**src/rtl/pipe_hazard_ctrl_if.sv**
```systemverilog
// Pipeline-side bundle for the hazard controller: hazard-detect inputs from ID/EX/MEM
// and the stall/flush/bubble enables plus debug status going back to the pipe.
interface pipe_hazard_ctrl_if;
  logic        id_valid;
  logic [6:0]  id_opcode;
  logic [4:0]  id_rs1;
  logic [4:0]  id_rs2;
  logic        ex_mem_read;
  logic [4:0]  ex_rd;
  logic        ex_br_valid;
  logic        ex_br_taken;
  logic        mem_req;
  logic        mem_ready;

  logic        pc_stall;
  logic        pc_redirect;
  logic        if_id_stall;
  logic        if_id_flush;
  logic        id_ex_bubble;
  logic        ex_mem_stall;
  logic [1:0]  state;
  logic [15:0] stall_cycles;
  logic        mem_timeout;

  modport master (
    output id_valid, id_opcode, id_rs1, id_rs2, ex_mem_read, ex_rd,
           ex_br_valid, ex_br_taken, mem_req, mem_ready,
    input  pc_stall, pc_redirect, if_id_stall, if_id_flush, id_ex_bubble,
           ex_mem_stall, state, stall_cycles, mem_timeout
  );

  modport slave (
    input  id_valid, id_opcode, id_rs1, id_rs2, ex_mem_read, ex_rd,
           ex_br_valid, ex_br_taken, mem_req, mem_ready,
    output pc_stall, pc_redirect, if_id_stall, if_id_flush, id_ex_bubble,
           ex_mem_stall, state, stall_cycles, mem_timeout
  );
endinterface

```
**src/rtl/pipe_hazard_ctrl.sv**
```systemverilog
// Hazard controller for the 5-stage core: load-use stall, branch fetch hold,
// data-memory freeze, plus saturating stall statistics and a sticky memory timeout.
module pipe_hazard_ctrl #(
  parameter int unsigned MEM_TIMEOUT = 15
) (
  input  logic             clk,
  input  logic             rst_n,
  pipe_hazard_ctrl_if.slave bus
);

  localparam int unsigned CNT_W  = 16;
  localparam int unsigned WAIT_W = 8;
  localparam logic [6:0] OP_OP     = 7'b0110011;
  localparam logic [6:0] OP_STORE  = 7'b0100011;
  localparam logic [6:0] OP_BRANCH = 7'b1100011;

  typedef enum logic [1:0] {
    RUN      = 2'd0,
    BR_HOLD  = 2'd1,
    MEM_WAIT = 2'd2
  } state_e;

  state_e              state_q, state_d;
  state_e              ret_q, ret_d;
  logic [WAIT_W-1:0]   wait_cnt_q, wait_cnt_d;
  logic [CNT_W-1:0]    stall_cnt, stall_cnt_d;
  logic                timeout_q, timeout_d;

  logic memwait_c, loaduse_c, isbr_c, uses_rs2_c;
  logic pc_stall_c, pc_redirect_c, if_id_stall_c, if_id_flush_c;
  logic id_ex_bubble_c, ex_mem_stall_c;

  // Hazard conditions; rs2 only matters for R-type, store and branch encodings.
  assign memwait_c  = bus.mem_req & ~bus.mem_ready;
  assign uses_rs2_c = (bus.id_opcode == OP_OP) | (bus.id_opcode == OP_STORE) |
                      (bus.id_opcode == OP_BRANCH);
  assign loaduse_c  = bus.id_valid & bus.ex_mem_read & (bus.ex_rd != 5'd0) &
                      ((bus.ex_rd == bus.id_rs1) | ((bus.ex_rd == bus.id_rs2) & uses_rs2_c));
  assign isbr_c     = bus.id_valid & (bus.id_opcode == OP_BRANCH);

  always_ff @(posedge clk) begin
    if (!rst_n) begin
      state_q    <= RUN;
      ret_q      <= RUN;
      wait_cnt_q <= '0;
      stall_cnt  <= '0;
      timeout_q  <= 1'b0;
    end else begin
      state_q    <= state_d;
      ret_q      <= ret_d;
      wait_cnt_q <= wait_cnt_d;
      stall_cnt  <= stall_cnt_d;
      timeout_q  <= timeout_d;
    end
  end

  always_comb begin
    state_d        = state_q;
    ret_d          = ret_q;
    wait_cnt_d     = wait_cnt_q;
    timeout_d      = timeout_q;
    pc_stall_c     = 1'b0;
    pc_redirect_c  = 1'b0;
    if_id_stall_c  = 1'b0;
    if_id_flush_c  = 1'b0;
    id_ex_bubble_c = 1'b0;
    ex_mem_stall_c = 1'b0;

    case (state_q)
      RUN: begin
        if (memwait_c) begin
          pc_stall_c     = 1'b1;
          if_id_stall_c  = 1'b1;
          ex_mem_stall_c = 1'b1;
          ret_d          = RUN;
          wait_cnt_d     = '0;
          state_d        = MEM_WAIT;
        end else if (loaduse_c) begin
          pc_stall_c     = 1'b1;
          if_id_stall_c  = 1'b1;
          id_ex_bubble_c = 1'b1;
        end else if (isbr_c) begin
          pc_stall_c     = 1'b1;
          if_id_flush_c  = 1'b1;
          state_d        = BR_HOLD;
        end
      end

      BR_HOLD: begin
        if (memwait_c) begin
          pc_stall_c     = 1'b1;
          if_id_stall_c  = 1'b1;
          ex_mem_stall_c = 1'b1;
          ret_d          = BR_HOLD;
          wait_cnt_d     = '0;
          state_d        = MEM_WAIT;
        end else if (bus.ex_br_valid) begin
          pc_redirect_c  = bus.ex_br_taken;
          if_id_flush_c  = bus.ex_br_taken;
          state_d        = RUN;
        end else begin
          pc_stall_c     = 1'b1;
          if_id_flush_c  = 1'b1;
        end
      end

      MEM_WAIT: begin
        if (!bus.mem_ready) begin
          pc_stall_c     = 1'b1;
          if_id_stall_c  = 1'b1;
          ex_mem_stall_c = 1'b1;
        end else begin
          state_d        = ret_q;
        end
        if (wait_cnt_q != '1) wait_cnt_d = wait_cnt_q + WAIT_W'(1);
        // Flag rises on the edge where the counter arrives at MEM_TIMEOUT.
        if (wait_cnt_q == WAIT_W'(MEM_TIMEOUT - 1)) timeout_d = 1'b1;
      end

      default: state_d = RUN;
    endcase

    stall_cnt_d = (pc_stall_c && (stall_cnt != '1)) ? stall_cnt + CNT_W'(1) : stall_cnt;
  end

  // Everything observed by the pipe is held at zero while reset is asserted.
  assign bus.pc_stall     = rst_n & pc_stall_c;
  assign bus.pc_redirect  = rst_n & pc_redirect_c;
  assign bus.if_id_stall  = rst_n & if_id_stall_c;
  assign bus.if_id_flush  = rst_n & if_id_flush_c;
  assign bus.id_ex_bubble = rst_n & id_ex_bubble_c;
  assign bus.ex_mem_stall = rst_n & ex_mem_stall_c;
  assign bus.state        = rst_n ? 2'(state_q) : 2'(RUN);
  assign bus.stall_cycles = rst_n ? stall_cnt : '0;
  assign bus.mem_timeout  = rst_n & timeout_q;

endmodule

```
**src/flat_wrapper.sv**
```systemverilog
// flat-port wrapper written by rule: the top's interface ports become plain ports
module pipe_hazard_ctrl_flat 
#(
  parameter int unsigned MEM_TIMEOUT = 15
)
  (clk, rst_n, bus_id_valid, bus_id_opcode, bus_id_rs1, bus_id_rs2, bus_ex_mem_read, bus_ex_rd, bus_ex_br_valid, bus_ex_br_taken, bus_mem_req, bus_mem_ready, bus_pc_stall, bus_pc_redirect, bus_if_id_stall, bus_if_id_flush, bus_id_ex_bubble, bus_ex_mem_stall, bus_state, bus_stall_cycles, bus_mem_timeout);
  pipe_hazard_ctrl_if bus_i ();
  input  logic clk;
  input  logic rst_n;
  input wire logic [$bits(bus_i.id_valid)-1:0] bus_id_valid;
  input wire logic [$bits(bus_i.id_opcode)-1:0] bus_id_opcode;
  input wire logic [$bits(bus_i.id_rs1)-1:0] bus_id_rs1;
  input wire logic [$bits(bus_i.id_rs2)-1:0] bus_id_rs2;
  input wire logic [$bits(bus_i.ex_mem_read)-1:0] bus_ex_mem_read;
  input wire logic [$bits(bus_i.ex_rd)-1:0] bus_ex_rd;
  input wire logic [$bits(bus_i.ex_br_valid)-1:0] bus_ex_br_valid;
  input wire logic [$bits(bus_i.ex_br_taken)-1:0] bus_ex_br_taken;
  input wire logic [$bits(bus_i.mem_req)-1:0] bus_mem_req;
  input wire logic [$bits(bus_i.mem_ready)-1:0] bus_mem_ready;
  output wire logic [$bits(bus_i.pc_stall)-1:0] bus_pc_stall;
  output wire logic [$bits(bus_i.pc_redirect)-1:0] bus_pc_redirect;
  output wire logic [$bits(bus_i.if_id_stall)-1:0] bus_if_id_stall;
  output wire logic [$bits(bus_i.if_id_flush)-1:0] bus_if_id_flush;
  output wire logic [$bits(bus_i.id_ex_bubble)-1:0] bus_id_ex_bubble;
  output wire logic [$bits(bus_i.ex_mem_stall)-1:0] bus_ex_mem_stall;
  output wire logic [$bits(bus_i.state)-1:0] bus_state;
  output wire logic [$bits(bus_i.stall_cycles)-1:0] bus_stall_cycles;
  output wire logic [$bits(bus_i.mem_timeout)-1:0] bus_mem_timeout;
  assign bus_i.id_valid = bus_id_valid;
  assign bus_i.id_opcode = bus_id_opcode;
  assign bus_i.id_rs1 = bus_id_rs1;
  assign bus_i.id_rs2 = bus_id_rs2;
  assign bus_i.ex_mem_read = bus_ex_mem_read;
  assign bus_i.ex_rd = bus_ex_rd;
  assign bus_i.ex_br_valid = bus_ex_br_valid;
  assign bus_i.ex_br_taken = bus_ex_br_taken;
  assign bus_i.mem_req = bus_mem_req;
  assign bus_i.mem_ready = bus_mem_ready;
  assign bus_pc_stall = bus_i.pc_stall;
  assign bus_pc_redirect = bus_i.pc_redirect;
  assign bus_if_id_stall = bus_i.if_id_stall;
  assign bus_if_id_flush = bus_i.if_id_flush;
  assign bus_id_ex_bubble = bus_i.id_ex_bubble;
  assign bus_ex_mem_stall = bus_i.ex_mem_stall;
  assign bus_state = bus_i.state;
  assign bus_stall_cycles = bus_i.stall_cycles;
  assign bus_mem_timeout = bus_i.mem_timeout;
  pipe_hazard_ctrl #(.MEM_TIMEOUT(MEM_TIMEOUT)) u_core (.clk(clk), .rst_n(rst_n), .bus(bus_i));
endmodule
```
**config.mk**
```make
export PLATFORM = sky130hd
export DESIGN_NAME = pipe_hazard_ctrl_flat
export DESIGN_NICKNAME = d
export VERILOG_FILES = /design/src/rtl/pipe_hazard_ctrl_if.sv /design/src/rtl/pipe_hazard_ctrl.sv /design/src/flat_wrapper.sv
export SDC_FILE = /design/constraint.sdc
export NUM_CORES = 1
export LEC_CHECK = 0
export BUFFER_PORTS_ARGS = -buffer_cell sky130_fd_sc_hd__buf_2
export CAP_MARGIN = 25
export CORE_UTILIZATION = 37
export CTS_CLUSTER_DIAMETER = 120
export DETAILED_ROUTE_END_ITERATION = 8
export GPL_ROUTABILITY_DRIVEN = 1
export GPL_TIMING_DRIVEN = 0
export PLACE_DENSITY_LB_ADDON = 0.05
export SYNTH_ARGS = -nofsm -noshare
export SYNTH_HDL_FRONTEND = slang
export SYNTH_SLANG_ARGS = --single-unit
```
**constraint.sdc**
```tcl
create_clock -name clk -period 5.1 [get_ports clk]
set_clock_uncertainty 0.05 [all_clocks]
set_input_delay 0 -clock clk [delete_from_list [all_inputs] [get_ports clk]]
set_output_delay 0 -clock clk [all_outputs]
set_load 0.005 [all_outputs]
```
==> metrics.txt, run 1 <==
# TYPE chip_impl_metric gauge
chip_impl_info{name="outcome",value="complete, no violations"} 1
chip_impl_metric{name="maxClockFrequency",unit="MHz"} 437
chip_impl_metric{name="finalWorstSetupSlack",unit="ns"} 2.81
chip_impl_metric{name="dp_hpwl",unit="mm"} 3.07
chip_impl_metric{name="cpPeakStageDelay",unit="ns"} 0.42
chip_impl_metric{name="ys_seq_elements",unit=""} 28
chip_impl_metric{name="power.clock.fraction",unit=""} 0.375
chip_impl_metric{name="grt_util_all_layers",unit=""} 0.164
chip_impl_metric{name="cap_violations",unit=""} 0
chip_impl_info{name="clockRootBuffer",value="clkbuf_8"} 1
chip_impl_metric{name="cp_max_fo",unit=""} 10
chip_impl_metric{name="die_area",unit="mm^2"} 0.00490
chip_impl_metric{name="io_buffers",unit=""} 54
chip_impl_metric{name="wl_per_cell",unit="um"} 12.2
chip_impl_metric{name="part_of_the_total_power_dissipated_in_combinational_logic",unit=""} 0.146
chip_impl_metric{name="reg2reg_setup_slack",unit="ns"} 2.81
chip_impl_info{name="post-synth-top-area-cell",value="dfxtp_1"} 1
chip_impl_metric{name="h-tree-depth",unit=""} 1
chip_impl_metric{name="final_min_period_over_clock_period",unit=""} 0.449
chip_impl_metric{name="tns",unit="ns"} 0
chip_impl_metric{name="slew_headroom",unit=""} 0.662
chip_impl_info{name="timing.rr.end",value="u_core.stall_cnt[15]"} 1
chip_impl_info{name="most_instantiated_flip_flop_cell_in_the_synthesis_netlist",value="dfxtp_1"} 1
chip_impl_metric{name="post_synthesis_cell_count",unit=""} 212
chip_impl_metric{name="sequential_power_share",unit=""} 0.479
chip_impl_metric{name="core_region_area",unit="mm^2"} 0.00438
chip_impl_metric{name="detail_route.wirelength",unit="mm"} 3.92
chip_impl_metric{name="intPower",unit="uW"} 357
chip_impl_metric{name="floorplan.die.height",unit="um"} 70.0
chip_impl_info{name="timing.critical_path.slowest_stage_cell",value="a21oi_1"} 1
chip_impl_metric{name="p_sw_frac",unit=""} 0.240
chip_impl_metric{name="die_x",unit="um"} 70.0
chip_impl_metric{name="initial_core_util",unit=""} 0.390
chip_impl_metric{name="yosysSeqAreaShare",unit=""} 0.328
chip_impl_metric{name="ctsHoldBuffers",unit=""} 0
chip_impl_info{name="yosysMostFrequentCell",value="nor2_1"} 1
chip_impl_metric{name="place.detailed.instances",unit=""} 318
chip_impl_metric{name="drcViolationCount",unit=""} 0
chip_impl_info{name="reg2reg_from",value="u_core.state_q[0]"} 1
chip_impl_metric{name="area_overhead_vs_synth",unit="%"} 23.8
chip_impl_metric{name="nNetsFinal",unit=""} 304
chip_impl_metric{name="num_io_pins",unit=""} 55
chip_impl_metric{name="clkTransAtPathRegs",unit="ns"} 0.10
chip_impl_metric{name="vias",unit=""} 1640
chip_impl_info{name="timing.hold.worst.class",value="input port to register"} 1
chip_impl_info{name="synth.top_cells.by_count",value="36 x nor2_1, 28 x dfxtp_1, 19 x and2_1, 14 x a21oi_1, 10 x nand3_1"} 1
chip_impl_metric{name="timing.hold.worst_path_depth",unit=""} 4
chip_impl_metric{name="number_of_drc_markers_in_iteration_0",unit=""} 70
chip_impl_metric{name="power_per_cell_area",unit="mW/mm^2"} 222
chip_impl_metric{name="final_period_minus_worst_setup_slack",unit="ns"} 2.29
chip_impl_metric{name="yosysWarnings",unit=""} 0
chip_impl_metric{name="synth_edf_count",unit=""} 0
chip_impl_metric{name="worst-r2r-cell-count",unit=""} 8
chip_impl_metric{name="finalNonFillerCells",unit=""} 322
chip_impl_metric{name="ant_nets",unit=""} 0
chip_impl_metric{name="antenna-diode-count",unit=""} 0
chip_impl_metric{name="cts_inserted_buffers",unit=""} 3
chip_impl_metric{name="post_cts_resize_count",unit=""} 0
chip_impl_metric{name="synth.top_cell.area_share",unit=""} 0.328
chip_impl_metric{name="utilization",unit=""} 0.483
chip_impl_metric{name="ys_types",unit=""} 43
chip_impl_metric{name="synthesis.nets",unit=""} 245
chip_impl_metric{name="floorplan.rows",unit=""} 24
chip_impl_metric{name="grt_first_pass_wirelength",unit="mm"} 6.60
chip_impl_metric{name="syn_area",unit="mm^2"} 0.00171
chip_impl_metric{name="synthesis.area_per_instance",unit="um^2"} 8.06
chip_impl_metric{name="switchingPower",unit="uW"} 113
chip_impl_metric{name="synthArstFlopShare",unit=""} 0
chip_impl_info{name="path_class",value="register to register"} 1
chip_impl_metric{name="numClockSinks",unit=""} 28
chip_impl_info{name="setup_repair_after_global_routing_missed_its_margin",value="no"} 1
chip_impl_metric{name="grt_start_max_net_pins",unit=""} 17
chip_impl_metric{name="overflow",unit=""} 0
chip_impl_info{name="ys_top_cells_by_area",value="dfxtp_1 33%, nor2_1 7.9%, and2_1 7.0%, xor2_1 4.6%, a21oi_1 4.1%"} 1
chip_impl_info{name="worstPathCellList",value="clkbuf_1, nand2b_1, o22ai_1, a21oi_1, a21oi_4, buf_6, nand2_1, mux2_1"} 1
chip_impl_metric{name="tightestPinTransition",unit="ns"} 0.507
chip_impl_metric{name="dp_worst_setup_slack",unit="ns"} 2.78
chip_impl_metric{name="final_area",unit="mm^2"} 0.00212
chip_impl_metric{name="ir_worst_vdd",unit="mV"} 0.147
chip_impl_info{name="holdCritStartpoint",value="bus_ex_br_valid"} 1
chip_impl_info{name="setup.worst_path.end_class",value="register"} 1
chip_impl_metric{name="drive_gt1_frac",unit=""} 0.263
chip_impl_metric{name="setup_viol_count_final",unit=""} 0
chip_impl_metric{name="cts-root-to-sink-buffers",unit=""} 2
chip_impl_metric{name="hold_violations",unit=""} 0
chip_impl_metric{name="critPathArrivalTime",unit="ns"} 2.41
chip_impl_metric{name="layout.filler_cells",unit=""} 479
chip_impl_metric{name="number_of_antenna_violations_at_the_first_check_in_global_routing",unit=""} 0
chip_impl_metric{name="final_max_slew_violation_count",unit=""} 0
chip_impl_metric{name="grt_pass1_vias",unit=""} 1543
chip_impl_metric{name="detail_route.vias_per_cell",unit=""} 5.09
chip_impl_info{name="hold_path_end",value="u_core.state_q[0]"} 1
chip_impl_metric{name="required",unit="ns"} 5.22
chip_impl_metric{name="power.leakage",unit="uW"} 0.000929
chip_impl_info{name="critical_path.startpoint_type",value="register"} 1
chip_impl_metric{name="detailed_place.area",unit="mm^2"} 0.00204
chip_impl_info{name="tritoncts_clock_tree",value="done"} 1
chip_impl_metric{name="place_congestion",unit=""} 0.753
chip_impl_metric{name="post_cts_buffers",unit=""} 0
chip_impl_metric{name="detailed_router_iteration_count_before_antenna_repair",unit=""} 4
chip_impl_metric{name="worst_skew_pair.late_latency",unit="ns"} 0.27
-- critical path, delay by kind of cell, from the launching register on --
family	cells	cell delay (ns)
and+or+nand+nor	2	0.36
buffers and inverters	2	0.45
AOI/OAI and AO/OA	3	0.69
DFF	1	0.32
muxes	1	0.31
-- through the flow --
stage | hold slack (ns) | power, uW
after floorplan | 0.0856 | 272
after global placement | 0.285 | 300
after detailed placement | 0.284 | 300
after CTS | 0.0408 | 478
after global routing | 0.0711 | 493
final | 0.0491 | 470
-- layout by cell type, fill, tap and decap left out, drive strengths merged, types with 2 or more instances in the layout --
cell type  netlist  routed
buf              1      55
nor2            36      36
dfxtp           28      28
and2            19      19
a21oi           15      15
nand3           11      11
xor2             9       9
nand2            9       9
clkbuf           6       9
mux2             9       9
nand4            7       7
xnor2            6       6
o21ai            6       6
inv              5       5
nor3             5       5
and4             4       4
and3             4       4
nand2b           3       3
or3              3       3
mux2i            3       3
ha               3       3
nor2b            2       2
nor4             2       2
a31oi            2       2
a31o             2       2
-- logic make-up (layout without fill, tap and decap cells) --
family                   Yosys count  count (layout)  share of synthesized area
AND/OR/NAND/NOR                  108             108                      0.330
AO/OA/AOI/OAI                     33              33                      0.127
flip-flops                        28              28                      0.328
XOR/XNOR                          15              15                     0.0769
buffers and inverters             13              71                     0.0329
multiplexers                      12              12                     0.0835
adder cells (fa/ha/maj)            3               3                     0.0220
-- power groups by stage --
stage | combinational [uW] | sequential (uW) | clock (uW)
after detailed placement | 69.5 | 230 | 0
after global placement | 69.3 | 230 | 0
final | 68.8 | 225 | 176
after floorplan | 42.4 | 230 | 0
after global routing | 77.3 | 226 | 190
after CTS | 69.7 | 225 | 183
-- routing by layer --
| metal | global-route usage | share of wire |
|---|---|---|
| met3 | 0.0303 | 0.036 |
| met5 | 0 | 0 |
| met1 | 0.202 | 0.48 |
| met4 | 0.0333 | 0.0049 |
| met2 | 0.295 | 0.47 |
-- how the worst max path moves through the flow --
stage                           start                   end  cells after the start
global placement         bus_ex_rd[3]  u_core.stall_cnt[11]                      9
floorplan           u_core.state_q[0]   u_core.stall_cnt[2]                      8
CTS                 u_core.state_q[0]  u_core.stall_cnt[15]                      8
global route        u_core.state_q[0]  u_core.stall_cnt[15]                      8
finish              u_core.state_q[0]  u_core.stall_cnt[15]                      8
detailed placement       bus_ex_rd[3]   u_core.stall_cnt[6]                      9
-- state kept, by name, indices dropped and copies added, names as in the netlist --
signal / count
u_core.wait_cnt_q: 8
u_core.timeout_q: 1
u_core.stall_cnt: 16
u_core.ret_q: 1
u_core.state_q: 2
-- layout make-up --
cell class                 count  area (um^2)  area share
tap                           52         65.1      0.0308
timing repair buffer          54          270       0.128
clock inverter                 1         30.0      0.0142
inverter                       6         22.5      0.0106
clock buffer                   3         41.3      0.0195
buffer                         7         33.8      0.0160
sequential                    28          561       0.265
multi-input combinational    171         1090       0.516
Note: power is estimated with default switching activity, not from simulation.
==> run 2: changes to the inputs <==
- clock period: 5.1 -> 1.85 ns (I/O delays scaled with it)
==> run 2 against run 1 <==
  * Sequential power rose to 2.8 times the previous value
  * Clock-buffer cell count unchanged
  * Worst hold slack got worse by 0.0058 ns
  * Power increased to 2.6 times the previous value
  * Critical path depth is 2 lower
  * Clock power is 86% higher
  * Wire length rose by 8.9%
  * Sequential share of layout area shrank 1.5 points
  * Die area is the same
==> metrics.txt, run 2 (synthesized netlist as in run 1, its figures left out) <==
# TYPE chip_impl_metric gauge
chip_impl_info{name="mostFrequentLayoutCells",value="52 x buf_2, 34 x nor2_1, 19 x dfxtp_1"} 1
chip_impl_metric{name="dp_hpwl",unit="mm"} 3.07
chip_impl_metric{name="h-tree-depth",unit=""} 1
chip_impl_metric{name="numClockSinks",unit=""} 28
chip_impl_metric{name="cts-root-to-sink-buffers",unit=""} 2
chip_impl_metric{name="nNetsFinal",unit=""} 318
chip_impl_metric{name="detailed_router_iteration_count_before_antenna_repair",unit=""} 4
chip_impl_metric{name="ir_worst_vdd",unit="mV"} 0.348
chip_impl_metric{name="critPathArrivalTime",unit="ns"} 1.93
chip_impl_metric{name="io_buffers",unit=""} 54
chip_impl_info{name="worstPathCellList",value="buf_6, a2111o_1, a21oi_4, buf_6, nand3_2, mux2_4"} 1
chip_impl_metric{name="largest_register_ffs",unit=""} 16
chip_impl_metric{name="setup_viol_count_final",unit=""} 0
chip_impl_metric{name="worst_skew_pair.late_latency",unit="ns"} 0.27
chip_impl_metric{name="drive_gt1_frac",unit=""} 0.375
chip_impl_info{name="path_class",value="register to register"} 1
chip_impl_metric{name="detail_route.wirelength",unit="mm"} 4.27
chip_impl_metric{name="die_x",unit="um"} 70.0
chip_impl_metric{name="final_area",unit="mm^2"} 0.00231
chip_impl_metric{name="tightestPinTransition",unit="ns"} 0.510
chip_impl_metric{name="number_of_drc_markers_in_iteration_0",unit=""} 66
chip_impl_info{name="top_delay_family_on_crit_path",value="compound AO/OA/AOI/OAI gates"} 1
chip_impl_metric{name="grt_util_all_layers",unit=""} 0.174
chip_impl_metric{name="tns",unit="ns"} 0
chip_impl_metric{name="core_region_area",unit="mm^2"} 0.00438
chip_impl_info{name="setup.worst_path.end_class",value="register"} 1
chip_impl_metric{name="maxClockFrequency",unit="MHz"} 551
chip_impl_metric{name="grt_first_pass_wirelength",unit="mm"} 7.01
chip_impl_metric{name="vias",unit=""} 1691
chip_impl_info{name="reg_top3",value="u_core.stall_cnt: 16 flops, u_core.wait_cnt_q: 8 flops, u_core.state_q: 2 flops"} 1
chip_impl_metric{name="met2WireLength",unit="mm"} 2.09
chip_impl_info{name="timing.critical_path.slowest_stage_cell",value="a2111o_1"} 1
chip_impl_metric{name="wl_per_cell",unit="um"} 12.7
chip_impl_metric{name="ant_nets",unit=""} 0
chip_impl_info{name="outcome",value="complete, no violations"} 1
chip_impl_metric{name="final_max_slew_violation_count",unit=""} 0
chip_impl_metric{name="cap_violations",unit=""} 0
chip_impl_metric{name="floorplan.rows",unit=""} 24
chip_impl_metric{name="cts_inserted_buffers",unit=""} 3
chip_impl_metric{name="clkTransAtPathRegs",unit="ns"} 0.09
chip_impl_metric{name="drcViolationCount",unit=""} 0
chip_impl_metric{name="cp_max_fo",unit=""} 10
chip_impl_info{name="clockRootBuffer",value="clkbuf_8"} 1
chip_impl_metric{name="detail_route.vias_per_cell",unit=""} 5.05
chip_impl_metric{name="route.layer.met1.wl",unit="mm"} 2.01
chip_impl_metric{name="die_area",unit="mm^2"} 0.00490
chip_impl_info{name="critical_path.startpoint_type",value="register"} 1
chip_impl_info{name="final_common_cell",value="buf_2"} 1
chip_impl_metric{name="num_io_pins",unit=""} 55
chip_impl_metric{name="critical_path_buf_inv_count",unit=""} 2
chip_impl_metric{name="antenna-diode-count",unit=""} 0
chip_impl_metric{name="required",unit="ns"} 1.97
chip_impl_metric{name="area_overhead_vs_synth",unit="%"} 35.1
chip_impl_metric{name="power.leakage",unit="uW"} 0.00102
chip_impl_metric{name="initial_core_util",unit=""} 0.390
chip_impl_metric{name="slew_headroom",unit=""} 0.660
chip_impl_metric{name="final_min_period_over_clock_period",unit=""} 0.981
chip_impl_info{name="timing.hold.worst.class",value="input port to register"} 1
chip_impl_metric{name="power_per_cell_area",unit="mW/mm^2"} 520
chip_impl_metric{name="cpPeakStageDelay",unit="ns"} 0.44
chip_impl_metric{name="detailed_place.area",unit="mm^2"} 0.00205
chip_impl_metric{name="overflow",unit=""} 0
chip_impl_metric{name="floorplan.die.height",unit="um"} 70.0
chip_impl_metric{name="wl_met3",unit="um"} 148
chip_impl_metric{name="grt_pass1_vias",unit=""} 1579
chip_impl_metric{name="p_total",unit="uW"} 1200
chip_impl_metric{name="grt_start_max_net_pins",unit=""} 15
chip_impl_metric{name="final_period_minus_worst_setup_slack",unit="ns"} 1.81
chip_impl_info{name="register_with_the_most_flip_flops",value="u_core.stall_cnt"} 1
chip_impl_metric{name="number_of_antenna_violations_at_the_first_check_in_global_routing",unit=""} 0
chip_impl_info{name="tritoncts_clock_tree",value="done"} 1
chip_impl_info{name="critPathMostFrequentCell",value="buf_6"} 1
chip_impl_metric{name="place_congestion",unit=""} 0.714
chip_impl_info{name="setup_repair_after_global_routing_missed_its_margin",value="yes"} 1
chip_impl_metric{name="hold_violations",unit=""} 0
chip_impl_info{name="top_layer_used",value="met4"} 1
run 2: cell count changes in the layout (fill, tap and decap cells not counted), moves of 2 or more:
cell	previous run	this run
buf_4	0	13
dfxtp_1	28	19
dfxtp_2	0	7
buf_6	1	5
buf_2	54	52
clkbuf_1	6	4
dfxtp_4	0	2
nand2_1	9	7
nand2_2	0	2
nor2_1	36	34
run 2: layout make-up:
class | count | area [um^2]
Multi-Input combinational cell | 171 | 1150
Tap cell | 52 | 65.1
Inverter | 6 | 22.5
Timing Repair Buffer | 69 | 412
Fill cell | 457 | 2070
Clock buffer | 3 | 41.3
Buffer | 6 | 37.5
Sequential cell | 28 | 577
run 2: worst min-delay path, stage by stage:
cell	delay (ns)
buf_2	0.08
inv_1	0.05
a21oi_1	0.11
a2111oi_0	0.07
run 2: power breakdown:
group | switching, uW | internal [uW]
clock | 182 | 146
combinational | 118 | 125
sequential | 15.3 | 614
total | 316 | 884
run 2: per-stage QoR:
| step | instances | worst slack (ns) | utilization | hold slack, ns |
|---|---|---|---|---|
| 2_1_floorplan | 212 | -0.0233 | - | 0.0856 |
| 3_3_place_gp | 318 | -0.426 | 0.468 | 0.285 |
| 3_5_place_dp | 318 | -0.440 | 0.468 | 0.292 |
| 4_1_cts | 328 | -0.00541 | 0.507 | 0.0445 |
| 5_1_grt | 335 | -0.0255 | 0.527 | 0.0787 |
| 6_report | 335 | 0.0355 | 0.527 | 0.0433 |
run 2: worst paths after layout:
check	startpoint	end	slack [ns]	cells after the start
min reg2reg	u_core.timeout_q	u_core.timeout_q	0.43	2
max	u_core.state_q[1]	u_core.stall_cnt[11]	0.04	6
max reg2reg	u_core.state_q[1]	u_core.stall_cnt[11]	0.04	6
min	bus_ex_br_valid	u_core.state_q[0]	0.04	4
run 2: metal layers:
metal,vias to the layer above,GRT usage
met5,-,0
met4,0,0.0311
met3,2,0.0361
met2,25,0.309
met1,776,0.218
li1,888,-
run 2: repair_timing:
item / CTS / global route
resized for setup: 18 / 15
pin swaps: 8 / 8
endpoints found under the hold margin: 0 / 0
endpoints found under the setup margin: 20 / 18
setup buffers: 7 / 7
hold buffers: 0 / 0
cloned: 1 / 0
==> run 3: changes to the inputs <==
- PLACE_DENSITY_LB_ADDON: 0.05 -> default
==> run 3 against run 2 <==
  * Sequential share of layout area fell by 0.65 points
  * Register-to-register slack improved by 0.04 ns
  * Wire length rose by 1.2%
==> metrics.txt, run 3 (synthesized netlist as in run 1, its figures left out) <==
# TYPE chip_impl_metric gauge
chip_impl_info{name="outcome",value="complete, no violations"} 1
chip_impl_metric{name="detailed_router_iteration_count_before_antenna_repair",unit=""} 4
chip_impl_info{name="mostFrequentLayoutCells",value="52 x buf_2, 33 x nor2_1, 20 x dfxtp_1"} 1
chip_impl_metric{name="final_max_slew_violation_count",unit=""} 0
chip_impl_metric{name="dp_hpwl",unit="mm"} 3.10
chip_impl_info{name="holdCritStartpoint",value="bus_ex_br_valid"} 1
chip_impl_metric{name="power_per_cell_area",unit="mW/mm^2"} 572
chip_impl_metric{name="vias",unit=""} 1740
chip_impl_metric{name="cts-root-to-sink-buffers",unit=""} 2
chip_impl_metric{name="maxClockFrequency",unit="MHz"} 560
chip_impl_metric{name="cts_inserted_buffers",unit=""} 3
chip_impl_metric{name="grt_util_all_layers",unit=""} 0.182
chip_impl_metric{name="detail_route.wirelength",unit="mm"} 4.32
chip_impl_info{name="setup_repair_after_global_routing_missed_its_margin",value="yes"} 1
chip_impl_metric{name="area_used_by_multi_input_combinational_logic",unit="mm^2"} 0.00122
chip_impl_metric{name="overflow",unit=""} 0
chip_impl_metric{name="grt_first_pass_wirelength",unit="mm"} 7.27
chip_impl_metric{name="setup_viol_count_final",unit=""} 0
chip_impl_metric{name="h-tree-depth",unit=""} 1
chip_impl_metric{name="critPathArrivalTime",unit="ns"} 1.91
chip_impl_info{name="timing.hold.worst.class",value="input port to register"} 1
chip_impl_metric{name="floorplan.die.height",unit="um"} 70.0
chip_impl_info{name="cp-startpoint",value="bus_ex_rd[2]"} 1
chip_impl_metric{name="largest_register_ffs",unit=""} 16
chip_impl_metric{name="required",unit="ns"} 1.98
chip_impl_metric{name="die_area",unit="mm^2"} 0.00490
chip_impl_metric{name="register_area",unit="um^2"} 576
chip_impl_info{name="critical_path.startpoint_type",value="input port"} 1
chip_impl_metric{name="drcViolationCount",unit=""} 0
chip_impl_metric{name="power.leakage",unit="uW"} 0.00103
chip_impl_metric{name="grt_pass1_vias",unit=""} 1628
chip_impl_metric{name="num_io_pins",unit=""} 55
chip_impl_metric{name="detail_route.vias_per_cell",unit=""} 5.23
chip_impl_metric{name="final_period_minus_worst_setup_slack",unit="ns"} 1.79
chip_impl_metric{name="initial_core_util",unit=""} 0.390
chip_impl_info{name="timing.rr.end",value="u_core.stall_cnt[8]"} 1
chip_impl_info{name="reg2reg_from",value="u_core.stall_cnt[7]"} 1
chip_impl_info{name="final_common_cell",value="buf_2"} 1
chip_impl_metric{name="number_of_antenna_violations_at_the_first_check_in_global_routing",unit=""} 0
chip_impl_metric{name="fin_hold_ws",unit="ns"} 0.0474
chip_impl_info{name="path_class",value="input port to register"} 1
chip_impl_metric{name="worst-r2r-cell-count",unit=""} 8
chip_impl_metric{name="numClockSinks",unit=""} 28
chip_impl_metric{name="nNetsFinal",unit=""} 315
chip_impl_info{name="tritoncts_clock_tree",value="done"} 1
chip_impl_metric{name="layout.filler_cells",unit=""} 421
chip_impl_metric{name="ir_worst_vdd",unit="mV"} 0.264
chip_impl_metric{name="final_min_period_over_clock_period",unit=""} 0.965
chip_impl_metric{name="worst_skew_pair.late_latency",unit="ns"} 0.27
chip_impl_metric{name="tightestPinTransition",unit="ns"} 0.488
chip_impl_metric{name="floorplan.rows",unit=""} 24
chip_impl_metric{name="ant_nets",unit=""} 0
chip_impl_metric{name="number_of_drc_markers_in_iteration_0",unit=""} 71
chip_impl_info{name="setup.worst_path.end_class",value="register"} 1
chip_impl_info{name="hold_path_end",value="u_core.state_q[0]"} 1
chip_impl_metric{name="core_region_area",unit="mm^2"} 0.00438
chip_impl_metric{name="ctsHoldBuffers",unit=""} 0
chip_impl_info{name="reg_top3",value="u_core.stall_cnt: 16 flops, u_core.wait_cnt_q: 8 flops, u_core.state_q: 2 flops"} 1
chip_impl_metric{name="tns",unit="ns"} 0
chip_impl_metric{name="io_buffers",unit=""} 54
chip_impl_metric{name="wl_per_cell",unit="um"} 13.0
chip_impl_metric{name="grt_start_max_net_pins",unit=""} 17
chip_impl_metric{name="area_overhead_vs_synth",unit="%"} 38.4
chip_impl_info{name="register_with_the_most_flip_flops",value="u_core.stall_cnt"} 1
chip_impl_metric{name="cap_violations",unit=""} 0
chip_impl_metric{name="drive_gt1_frac",unit=""} 0.391
chip_impl_metric{name="hold_violations",unit=""} 0
chip_impl_info{name="clockRootBuffer",value="clkbuf_8"} 1
chip_impl_metric{name="antenna-diode-count",unit=""} 0
chip_impl_metric{name="reg2reg_setup_slack",unit="ns"} 0.08
chip_impl_metric{name="place_congestion",unit=""} 0.823
chip_impl_metric{name="clkTransAtPathRegs",unit="ns"} 0.10
chip_impl_metric{name="slew_headroom",unit=""} 0.675
chip_impl_metric{name="die_x",unit="um"} 70.0
chip_impl_metric{name="cp_max_fo",unit=""} 6
chip_impl_metric{name="timing.hold.worst_path_depth",unit=""} 4
==> run 3: changes by cell type in the layout (fill, tap and decap cells not counted), moves of 2 or more <==
cell	change
buf_4	-2
nand3_1	-3
nor2_4	+2
nand3_4	+2
nand2_1	-2
==> run 3: metrics by stage <==
stage	setup slack (ns)	util	cell area, um^2	total power, uW	std cells
after global placement	-0.430	0.468	2050	826	318
final	0.0650	0.540	2370	1350	333
after global routing	-0.0368	0.540	2370	1420	333
after floorplan	-0.0233	-	1720	752	212
after detailed placement	-0.393	0.468	2050	827	318
after CTS	-0.0239	0.504	2210	1330	329
==> run 3: area by class of cell <==
type / instances / share of cell area
Multi-Input combinational cell: 171 / 0.515
Clock buffer: 3 / 0.0175
Inverter: 6 / 0.00952
Buffer: 6 / 0.0132
Sequential cell: 28 / 0.243
Timing Repair Buffer: 66 / 0.162
Clock inverter: 1 / 0.0127
Tap cell: 52 / 0.0275
==> run 3: worst max-delay path by stage <==
stage,end,cells after the start
4_1_cts,u_core.stall_cnt[5],9
5_1_grt,u_core.stall_cnt[8],9
3_3_place_gp,u_core.stall_cnt[6],9
3_5_place_dp,u_core.stall_cnt[11],9
6_report,u_core.stall_cnt[11],9
2_1_floorplan,u_core.stall_cnt[6],8
==> run 3: worst max-delay path, cell delays in order <==
cell and delay [ns]:
buf_4 0.12, xor2_1 0.16, nor4_2 0.27, nand4_1 0.14, a2111o_1 0.51, a21oi_4 0.18, buf_6 0.16, nand3_4 0.07
mux2_4 0.29
==> run 3: what timing repair did <==
action | CTS | global route
endpoints found under the setup margin | 20 | 18
pin swaps | 5 | 14
gates resized for setup | 14 | 33
buffers inserted | 8 | 5
endpoints found under the hold margin | 0 | 0
==> run 3: metal layers <==
layer  track usage  up-vias  share of wire
li1              -      887              -
met1         0.232      819           0.46
met2         0.315       32           0.50
met3        0.0274        2          0.035
met4        0.0533        0         0.0049
met5             0        -              0
==> run 3: where the power goes <==
part	switching [uW]	internal [uW]
clock network	198	290
logic	121	118
registers	14.6	613
total	334	1020
